`src/rtl/alu_arb_pkg.sv`:
```
// alu_arb_pkg: shared ALU op codes, data width and arbiter FSM state type
package alu_arb_pkg;
  localparam int W = 16;
  localparam logic [1:0] OP_AND = 2'b00;
  localparam logic [1:0] OP_OR  = 2'b10;
  localparam logic [1:0] OP_SUB = 2'b01;
  typedef enum logic [1:0] {IDLE, EXEC, DONE} state_t;
endpackage

```
`src/rtl/alu.sv`:
```
// alu: 16-bit AND/OR/SUB unit; op[0] selects SUB, cout is the no-borrow flag
module alu
  import alu_arb_pkg::*;
(
  input  logic [1:0]   op,
  input  logic [W-1:0] i0,
  input  logic [W-1:0] i1,
  output logic [W-1:0] o,
  output logic         cout
);
  logic [W:0] sum;
  // subtract as i0 + ~i1 + 1 so the top bit is the carry-out
  always_comb begin
    sum  = {1'b0, i0} + {1'b0, ~i1} + {{W{1'b0}}, 1'b1};
    o    = op == OP_AND ? i0 & i1 : op == OP_OR ? i0 | i1 : sum[W-1:0];
    cout = op[0] & sum[W];
  end
endmodule

```
`src/rtl/alu_arb.sv`:
```
// alu_arb: round-robin arbiter sharing one ALU between two requesters
module alu_arb
  import alu_arb_pkg::*;
(
  input  logic         clk,
  input  logic         reset,
  input  logic         req0,
  input  logic [1:0]   op0,
  input  logic [W-1:0] a0,
  input  logic [W-1:0] b0,
  input  logic         req1,
  input  logic [1:0]   op1,
  input  logic [W-1:0] a1,
  input  logic [W-1:0] b1,
  output logic         gnt0,
  output logic         gnt1,
  output logic         done0,
  output logic         done1,
  output logic [W-1:0] res,
  output logic         cout_q
);
  state_t state_q, state_d;
  logic ptr_q, ptr_d, win_q, win_d, cout_d, alu_c, any, w;
  logic [1:0] op_q, op_d;
  logic [W-1:0] a_q, a_d, b_q, b_d, res_q, res_d, alu_o;
  alu u_alu (.op(op_q), .i0(a_q), .i1(b_q), .o(alu_o), .cout(alu_c));
  // next state, operand capture, result capture; pulses are masked while reset is high
  always_comb begin
    any     = req0 | req1;
    w       = req1 & (~req0 | ~ptr_q);
    state_d = state_q;
    ptr_d   = ptr_q;
    win_d   = win_q;
    op_d    = op_q;
    a_d     = a_q;
    b_d     = b_q;
    res_d   = res_q;
    cout_d  = cout_q;
    case (state_q)
      IDLE: if (any) begin
        win_d   = w;
        op_d    = w ? op1 : op0;
        a_d     = w ? a1 : a0;
        b_d     = w ? b1 : b0;
        state_d = EXEC;
      end
      EXEC: begin
        res_d   = alu_o;
        cout_d  = alu_c;
        state_d = DONE;
      end
      DONE: begin
        ptr_d   = win_q;
        state_d = IDLE;
      end
      default: state_d = IDLE;
    endcase
    gnt0  = ~reset & (state_q == IDLE) & any & ~w;
    gnt1  = ~reset & (state_q == IDLE) & any & w;
    done0 = ~reset & (state_q == DONE) & ~win_q;
    done1 = ~reset & (state_q == DONE) & win_q;
  end
  // state registers; the pointer resets to 1 so requester 0 wins the first tie
  always_ff @(posedge clk) begin
    if (reset) begin
      state_q <= IDLE;
      ptr_q   <= 1'b1;
      win_q   <= 1'b0;
      op_q    <= '0;
      a_q     <= '0;
      b_q     <= '0;
      res_q   <= '0;
      cout_q  <= 1'b0;
    end else begin
      state_q <= state_d;
      ptr_q   <= ptr_d;
      win_q   <= win_d;
      op_q    <= op_d;
      a_q     <= a_d;
      b_q     <= b_d;
      res_q   <= res_d;
      cout_q  <= cout_d;
    end
  end
  assign res = res_q;
endmodule

```
`config.mk`:
```
export PLATFORM = sky130hd
export DESIGN_NAME = alu_arb
export DESIGN_NICKNAME = d
export VERILOG_FILES = /design/src/rtl/alu_arb_pkg.sv /design/src/rtl/alu.sv /design/src/rtl/alu_arb.sv
export SDC_FILE = /design/constraint.sdc
export NUM_CORES = 1
export LEC_CHECK = 0
export ABC_AREA = 0
export CORE_MARGIN = 2
export CORE_UTILIZATION = 55
export CTS_BUF_LIST = sky130_fd_sc_hd__clkbuf_16
export DETAILED_ROUTE_END_ITERATION = 10
export MAX_ROUTING_LAYER = met4
export PLACE_DENSITY_LB_ADDON = 0.05
export SLEW_MARGIN = 20
export SYNTH_ARGS = -nofsm -noshare
export SYNTH_HDL_FRONTEND = slang
export SYNTH_SLANG_ARGS = --single-unit
```
`constraint.sdc`:
```
create_clock -name clk -period 6.2 [get_ports clk]
set_input_delay 1.55 -clock clk [delete_from_list [all_inputs] [get_ports clk]]
set_output_delay 1.55 -clock clk [all_outputs]
set_load 0.01 [all_outputs]
```
# == After elaboration in Yosys (flattened, before gate mapping) ==
# Cells that the tools add are included.
# totals
reg_bits,55
latchBits,0
ram_bits,0
rom_bits,0
word_cells,43
memories,0
# op_classes
n_addsub,2
n_mul,0
n_div,0
magnitude_cmp,0
eq_ne,4
shift,0
muxes,7
bitwise,19
n_reduce_logical,3
# op_table
cell,count
$mux 16,4
$add 16x16->17,1
$add 17x1->17 const B,1
$and 16x16->16,1
$not 16->16,1
$or 16x16->16,1
$and 1x1->1,9
$not 1->1,5
$eq 2x2->1 const B,2
$logic_not 2->1,2
$mux 2,2
$pmux 2 s2,1
$eq 2x1->1 const B,1
$ne 2x2->1 const B,1
$or 1x1->1,2
$reduce_and 2->1,1

# == Longest topological paths before layout ==
# Gate-level depths: netlist of the first run.
# logic_depth
ltp_word,5
depth_mapped,10
mapped_depth_nobuf,10

# == Cells and area by module ==
# A second synthesis of the first run with hierarchy kept.
# unflattened
cells_unflattened,538
area_unflattened_um2,4280.4
# modules_own_cells
module,n_inst,cells_per_inst,area_each_um2,seq_area_each_um2
alu_arb,1,292,2528.7,1101.1
alu,1,246,1751.7,0.0

# == Worst setup path before layout of the first run ==
# No wires, ideal clock.
# synth_timing
path_kind,in2out
from,in req1
to,out gnt1
arrival_time_ns,2.424
required_ns,4.650
slack_ns,2.226
path_stages,4
n_path_buf,2
path_cell_list,a21boi_0 > buf_2 > buf_2 > and3_1
# synth_via
elab_chain_cells,3
# synth_lines
element,line_no,source
from (decl),alu_arb.sv:11,"input logic req1,"
$or 1x1->1,alu_arb.sv:29,any = req0 | req1;
$and 1x1->1,alu_arb.sv:59,gnt1 = ~reset & (state_q == IDLE) & any & w;
$and 1x1->1 (*),alu_arb.sv:59,
to (decl),alu_arb.sv:16,"output logic gnt1,"
# Every way passes the cells marked *; elsewhere a longest branch is shown, timed or not.

# == Final worst setup path of the first run ==
# Same ends and word-level chain as after synthesis.

==> key figures, run 1 <==
Setup path
  • Largest stage delay on the critical path: 0.53 ns
  • Critical path peak fanout: 19
  • Crit path DAT: 3.29 ns
  • Crit path cell chain: clkdlybuf4s50_1 > a21boi_4 > buf_4 > and3_1 > clkdlybuf4s50_1
  • Top delay family on crit path: buffers and inverters
  • Worst setup path class: in2out
  • Crit path buffers/inverters: 3
  • Crit path top cell by count: clkdlybuf4s50_1
  • CP required: 4.65 ns
  • Startpoint type of the worst setup path: input pin
  • R2r startpoint: a_q[0]$_SDFFE_PP0P_
  • Critical Path Source: req1
  • Cells on worst reg2reg path: 10
  • WP depth: 5
  • CP max-delay cell: clkdlybuf4s50_1
  • Worst setup EP type: output port

Cells and area
  • Area of the multi-input gates: 0.00251 mm²
  • Share of layout cells above drive strength 1: 4.91%
  • Finished Cell Area: 0.00504 mm²
  • Nets: 671
  • Synth-to-Final Area Change: 28.3%
  • Final core utilization: 73.4%
  • Filler instances: 517
  • Commonest non-fill, non-tap cells in the layout: clkdlybuf4s50_1, nor2_1, inv_1
  • Register area: 0.00110 mm²
  • Antenna diodes: 0
  • Commonest non-fill, non-tap cell in the layout: clkdlybuf4s50_1

Timing
  • Worst slew pin tran: 0.799 ns
  • Hold Slack: 0.451 ns
  • Maximum clock frequency: 207 MHz
  • RSZ-0062 raised after global routing: false
  • Final hold viol count: 0
  • Worst slew margin: 46.6%
  • Setup tns final: 0 ns
  • Fin crit period: 4.84 ns
  • Final number of setup-violating endpoints: 0
  • Final Skew: 0.00370 ns
  • Max-slew violations: 0
  • Fin crit share: 78.0%
  • Setup slack after layout: 1.36 ns

CTS
  • Sink Count: 55
  • Clock root cell: clkbuf_16
  • Clk buf depth: 2
  • H-tree depth: 2
  • Clock transition at path regs: 0.07 ns
  • Worst skew pair latency: 0.29 ns
  • TritonCTS Buffers: 5
  • Setup bufs post-CTS: 0
  • TritonCTS clock tree: built
  • Hold buffers post-CTS: 0
  • Post-cts sizing count: 0

Yosys
  • Syn nets: 592
  • #FFs+latches synth: 55
  • Syn Area/Cell: 8.34 µm²
  • Post-synthesis instance total: 471
  • Mapped Area: 0.00393 mm²
  • Post-synth top flop: dfxtp_1
  • Number of synthesized flops with an enable pin: 0
  • Cell variety after synth: 49
  • Async SR Flop Fraction: 0%
  • Post-synth top area share: 28.0%
  • Syn. warnings: 0
  • Register area share after synthesis: 28.0%
  • Dominant cell type by area after synthesis: dfxtp_1
  • Largest cells by area after synthesis: dfxtp_1, ha_1, mux2i_1

Place
  • DP Area: 0.00491 mm²
  • Hpwl dp: 7150 µm
  • GPL Wtd Cong: 0.882
  • Input/output buffers: 92
  • Post-Place Setup Slack: 1.36 ns

Routing
  • Drt via density: 5.34
  • Detailed-route DRC error count: 0
  • Total number of vias: 3451
  • Antenna-violating nets left: 0
  • Routed WL: 9000 µm
  • DRT iter0 DRCs: 191
  • Routed len/inst: 13.9 µm
  • TritonRoute pass-1 iters: 4

Hold path
  • Min-Delay Path Class: reg2reg
  • Hold path start: res[12]$_SDFFE_PP0N_
  • Hold depth: 1

Floorplanning
  • Ports: 93
  • Starting Density: 57.2%
  • Die Wd: 88.5 µm
  • Die Y: 88.5 µm
  • Die area: 0.00783 mm²
  • Num rows: 30
  • Core area: 0.00687 mm²

Global route
  • Initial antenna violation count: 0
  • Total congestion overflow: 0
  • GRT Total Usage: 25.2%
  • Global-route wire length before repair: 15200 µm
  • Vias in the first global route: 3322
  • Largest net degree at the start of global routing: 70

Power and ir drop
  • Max VDD drop: 123 µV
  • Pwr dens: 227 mW/mm²
  • P_leak: 2.10 nW

Run status
  • Status: complete, no violations

Run
  • Max Cap Viol: 0
[worst register-to-register path, stage by stage (launching register included)]
cell and delay, ns:
dfxtp_1 0.45, inv_1 0.10, ha_1 0.24, fa_1 0.41
nor2_1 0.23, o311ai_2 0.15, a21oi_1 0.20, nor3_2 0.10
o31ai_2 0.29, mux2i_1 0.23, o211ai_1 0.10
[cell type report]
class                      instances  share of cell area (%)
clock buffer                       5                    2.48
tap                               96                    2.38
clock inverter                     2                   0.174
timing repair buffer              97                    18.9
sequential                        55                    21.9
multi-input combinational        331                    49.7
inverter                          60                    4.47
[report_power, final]
group / switching, mW / internal, mW
registers: 0.0391 / 0.391
logic: 0.237 / 0.212
clock network: 0.119 / 0.145
total: 0.396 / 0.749
[registers in the layout (all words and copies together) (netlist names)]
register	count
a_q	16
b_q	16
res	16
op_q	2
state_q	2
cout_q	1
ptr_q	1
win_q	1
[routing by layer]
layer	vias up	global-route usage [%]	part of all wire, %
met2	88	42.2	46
met4	0	3.72	0.57
met1	1589	33.5	48
li1	1769	-	-
met5	-	-	0
met3	5	3.17	5.0
[synth_stat cells, types with 2 or more instances]
| cell | instances |
|---|---|
| nor2_1 | 61 |
| inv_1 | 60 |
| dfxtp_1 | 55 |
| mux2i_1 | 49 |
| ha_1 | 48 |
| a211oi_1 | 37 |
| a21oi_1 | 21 |
| nand2_1 | 20 |
| o21ai_0 | 17 |
| clkbuf_1 | 16 |
| xnor2_1 | 8 |
| nor3_1 | 7 |
| nand3_1 | 6 |
| buf_2 | 5 |
| nand2b_1 | 5 |
| o211ai_1 | 5 |
| a21o_1 | 4 |
| a31oi_1 | 4 |
| and3_1 | 3 |
| nor2b_1 | 3 |
| nor3b_1 | 3 |
| a221oi_2 | 2 |
| buf_1 | 2 |
| buf_4 | 2 |
| nor4_1 | 2 |
| o21a_1 | 2 |
| o21bai_1 | 2 |
[final timing paths]
check,slack (ns),end
max,1.36,gnt1
min,0.45,res[12]$_SDFFE_PP0N_
max reg2reg,3.58,res[14]$_SDFFE_PP0N_
min reg2reg,0.45,res[12]$_SDFFE_PP0N_
[kinds of logic after synthesis]
family / share of synthesized area [%]
DFF: 28.0
xor gates and xnor gates: 2.01
buffers and inverters: 8.47
muxes: 12.9
adders and majority gates: 15.8
AOI/OAI and AO/OA: 19.3
and+or+nand+nor: 13.5
[stage by stage]
| step | power [mW] | instances |
|---|---|---|
| 2_1_floorplan | 0.743 | 471 |
| 3_5_place_dp | 0.889 | 639 |
| 5_1_grt | 1.22 | 646 |
| 6_report | 1.14 | 646 |
| 4_1_cts | 1.15 | 646 |
| 3_3_place_gp | 0.872 | 639 |
No activity file was read; power rests on OpenSTA's default activity.
==> inputs of run 2 (changes only) <==
CORE_UTILIZATION = 51   (was 55)
clock period = 4.7 ns   (was 6.2 ns; I/O delays follow)
==> key figures, run 2 (synthesis results as in run 1) <==
Timing
  • Final number of setup-violating endpoints: 0 (unchanged)
  • Maximum clock frequency: 252 MHz
  • Max-slew violations: 0 (unchanged)
  • Hold Slack: 0.454 ns (was 0.451 ns)
  • RSZ-0062 raised after global routing: false (unchanged)
  • Final Skew: 0.00418 ns (was 0.00370 ns)
  • Setup slack after layout: 0.738 ns (was 1.36 ns)
  • Final hold viol count: 0 (unchanged)
  • Fin crit share: 84.3%
  • Worst slew margin: 28.4% (was 46.6%)
  • Setup tns final: 0 ns (unchanged)
  • Fin crit period: 3.96 ns
  • Worst slew pin tran: 1.07 ns (was 0.799 ns)

CTS
  • Post-cts sizing count: 0 (unchanged)
  • TritonCTS clock tree: built (unchanged)
  • Clock root cell: clkbuf_16 (unchanged)
  • TritonCTS Buffers: 5 (unchanged)
  • Worst skew pair latency: 0.29 ns (about the same)
  • Hold buffers post-CTS: 0 (unchanged)
  • Clk buf depth: 2 (unchanged)
  • H-tree depth: 2 (unchanged)
  • Sink Count: 55 (unchanged)
  • Clock transition at path regs: 0.07 ns (about the same)
  • Setup bufs post-CTS: 0 (unchanged)

Global route
  • Vias in the first global route: 3046 (was 3322)
  • Initial antenna violation count: 0 (unchanged)
  • Largest net degree at the start of global routing: 70 (unchanged)
  • GRT Total Usage: 21.1% (was 25.2%)
  • Global-route wire length before repair: 14100 µm (was 15200 µm)
  • Total congestion overflow: 0 (unchanged)

Place
  • DP Area: 0.00491 mm² (about the same)
  • Input/output buffers: 92 (unchanged)
  • Post-Place Setup Slack: 0.749 ns (was 1.36 ns)
  • Hpwl dp: 6770 µm (was 7150 µm)
  • GPL Wtd Cong: 0.888 (was 0.882)

Routing
  • Detailed-route DRC error count: 0 (unchanged)
  • DRT iter0 DRCs: 156 (was 191)
  • Total number of vias: 3392 (was 3451)
  • TritonRoute pass-1 iters: 4 (unchanged)
  • Drt via density: 5.19 (was 5.34)
  • Routed WL: 8630 µm (was 9000 µm)
  • Antenna-violating nets left: 0 (unchanged)
  • Routed len/inst: 13.2 µm (was 13.9 µm)

Setup path
  • Critical Path Source: req1 (unchanged)
  • Startpoint type of the worst setup path: input pin (unchanged)
  • Worst setup path class: in2out (unchanged)
  • R2R setup slack: 2.14 ns (was 3.58 ns)
  • Crit path DAT: 2.79 ns (was 3.29 ns)
  • R2r startpoint: a_q[0]$_SDFFE_PP0P_ (unchanged)
  • Cells on worst reg2reg path: 10 (unchanged)
  • CP required: 3.52 ns (was 4.65 ns)
  • CP endpoint: gnt0 (was gnt1)
  • Worst setup EP type: output port (unchanged)
  • R2r endpoint: res[14]$_SDFFE_PP0N_ (unchanged)
  • Critical path peak fanout: 18 (was 19)

Cells and area
  • Share of layout cells above drive strength 1: 4.90% (was 4.91%)
  • Nets: 671 (unchanged)
  • Finished Cell Area: 0.00506 mm² (was 0.00504 mm²)
  • Synth-to-Final Area Change: 28.7% (was 28.3%)
  • Filler instances: 672 (was 517)
  • Commonest non-fill, non-tap cells in the layout: clkdlybuf4s50_1, inv_1, nor2_1 (was clkdlybuf4s50_1, nor2_1, inv_1)
  • Final core utilization: 66.5% (was 73.4%)
  • Antenna diodes: 0 (unchanged)
  • Commonest non-fill, non-tap cell in the layout: clkdlybuf4s50_1 (unchanged)

Floorplanning
  • Die Y: 91.8 µm (was 88.5 µm)
  • Die Wd: 91.8 µm (was 88.5 µm)
  • Core area: 0.00761 mm² (was 0.00687 mm²)
  • Die area: 0.00842 mm² (was 0.00783 mm²)
  • Num rows: 32 (was 30)
  • Ports: 93 (unchanged)
  • Starting Density: 51.6% (was 57.2%)

Run status
  • Status: complete, no violations (unchanged)

Run
  • Max Cap Viol: 0 (unchanged)

Power and ir drop
  • P_leak: 2.10 nW (about the same)
  • Max VDD drop: 147 µV (was 123 µV)
  • Pwr dens: 300 mW/mm² (was 227 mW/mm²)

Hold path
  • Min-Delay Path Class: reg2reg (unchanged)
==> run 2: changes by cell type in the layout (fill, tap and decap cells not counted) <==
cell,previous run,this run
clkinv_1,1,0
clkinvlp_4,0,1
dfxtp_1,54,55
dfxtp_2,1,0
inv_1,60,61
==> run 2: report_power, final <==
| group | total [mW] | switching [mW] | internal [mW] |
|---|---|---|---|
| clock | 0.365 | 0.169 | 0.195 |
| combinational | 0.583 | 0.303 | 0.280 |
| sequential | 0.567 | 0.0522 | 0.515 |
==> run 2: worst min path at each step <==
stage | startpoint | end | slack [ns] | cells after the start
after detailed placement | res[12]$_SDFFE_PP0N_ | res[12]$_SDFFE_PP0N_ | 0.44 | 1
after global placement | res[12]$_SDFFE_PP0N_ | res[12]$_SDFFE_PP0N_ | 0.44 | 1
after floorplan | ptr_q$_SDFFE_PP1N_ | ptr_q$_SDFFE_PP1N_ | 0.44 | 2
final | res[12]$_SDFFE_PP0N_ | res[12]$_SDFFE_PP0N_ | 0.45 | 1
after CTS | res[2]$_SDFFE_PP0N_ | res[2]$_SDFFE_PP0N_ | 0.46 | 2
after global routing | res[12]$_SDFFE_PP0N_ | res[12]$_SDFFE_PP0N_ | 0.49 | 1
==> run 2: final cells by class <==
class | count | area (µm²) | share of cell area [%]
Clock buffer | 5 | 125 | 2.47
Timing Repair Buffer | 97 | 953 | 18.9
Sequential cell | 55 | 1100 | 21.8
Tap cell | 102 | 128 | 2.52
Inverter | 60 | 225 | 4.45
Clock inverter | 3 | 16.3 | 0.322
Multi-Input combinational cell | 331 | 2510 | 49.6
==> run 2: metal layers <==
metal | share of wire, % | global-route usage [%]
met1 | 51 | 28.1
met2 | 44 | 34.1
met3 | 4.0 | 2.96
met4 | 1.1 | 4.85
met5 | 0 | -
==> run 2: through the flow <==
stage	power, mW	std cells
global route	1.61	653
detailed placement	1.16	645
finish	1.51	653
CTS	1.52	653
floorplan	0.980	471
global placement	1.14	645
==> run 2: worst max-delay path, cell delays in order <==
cell and delay, ns:
clkdlybuf4s50_1 0.51, a21boi_4 0.20, buf_4 0.31, nor3_1 0.08, clkdlybuf4s50_1 0.50
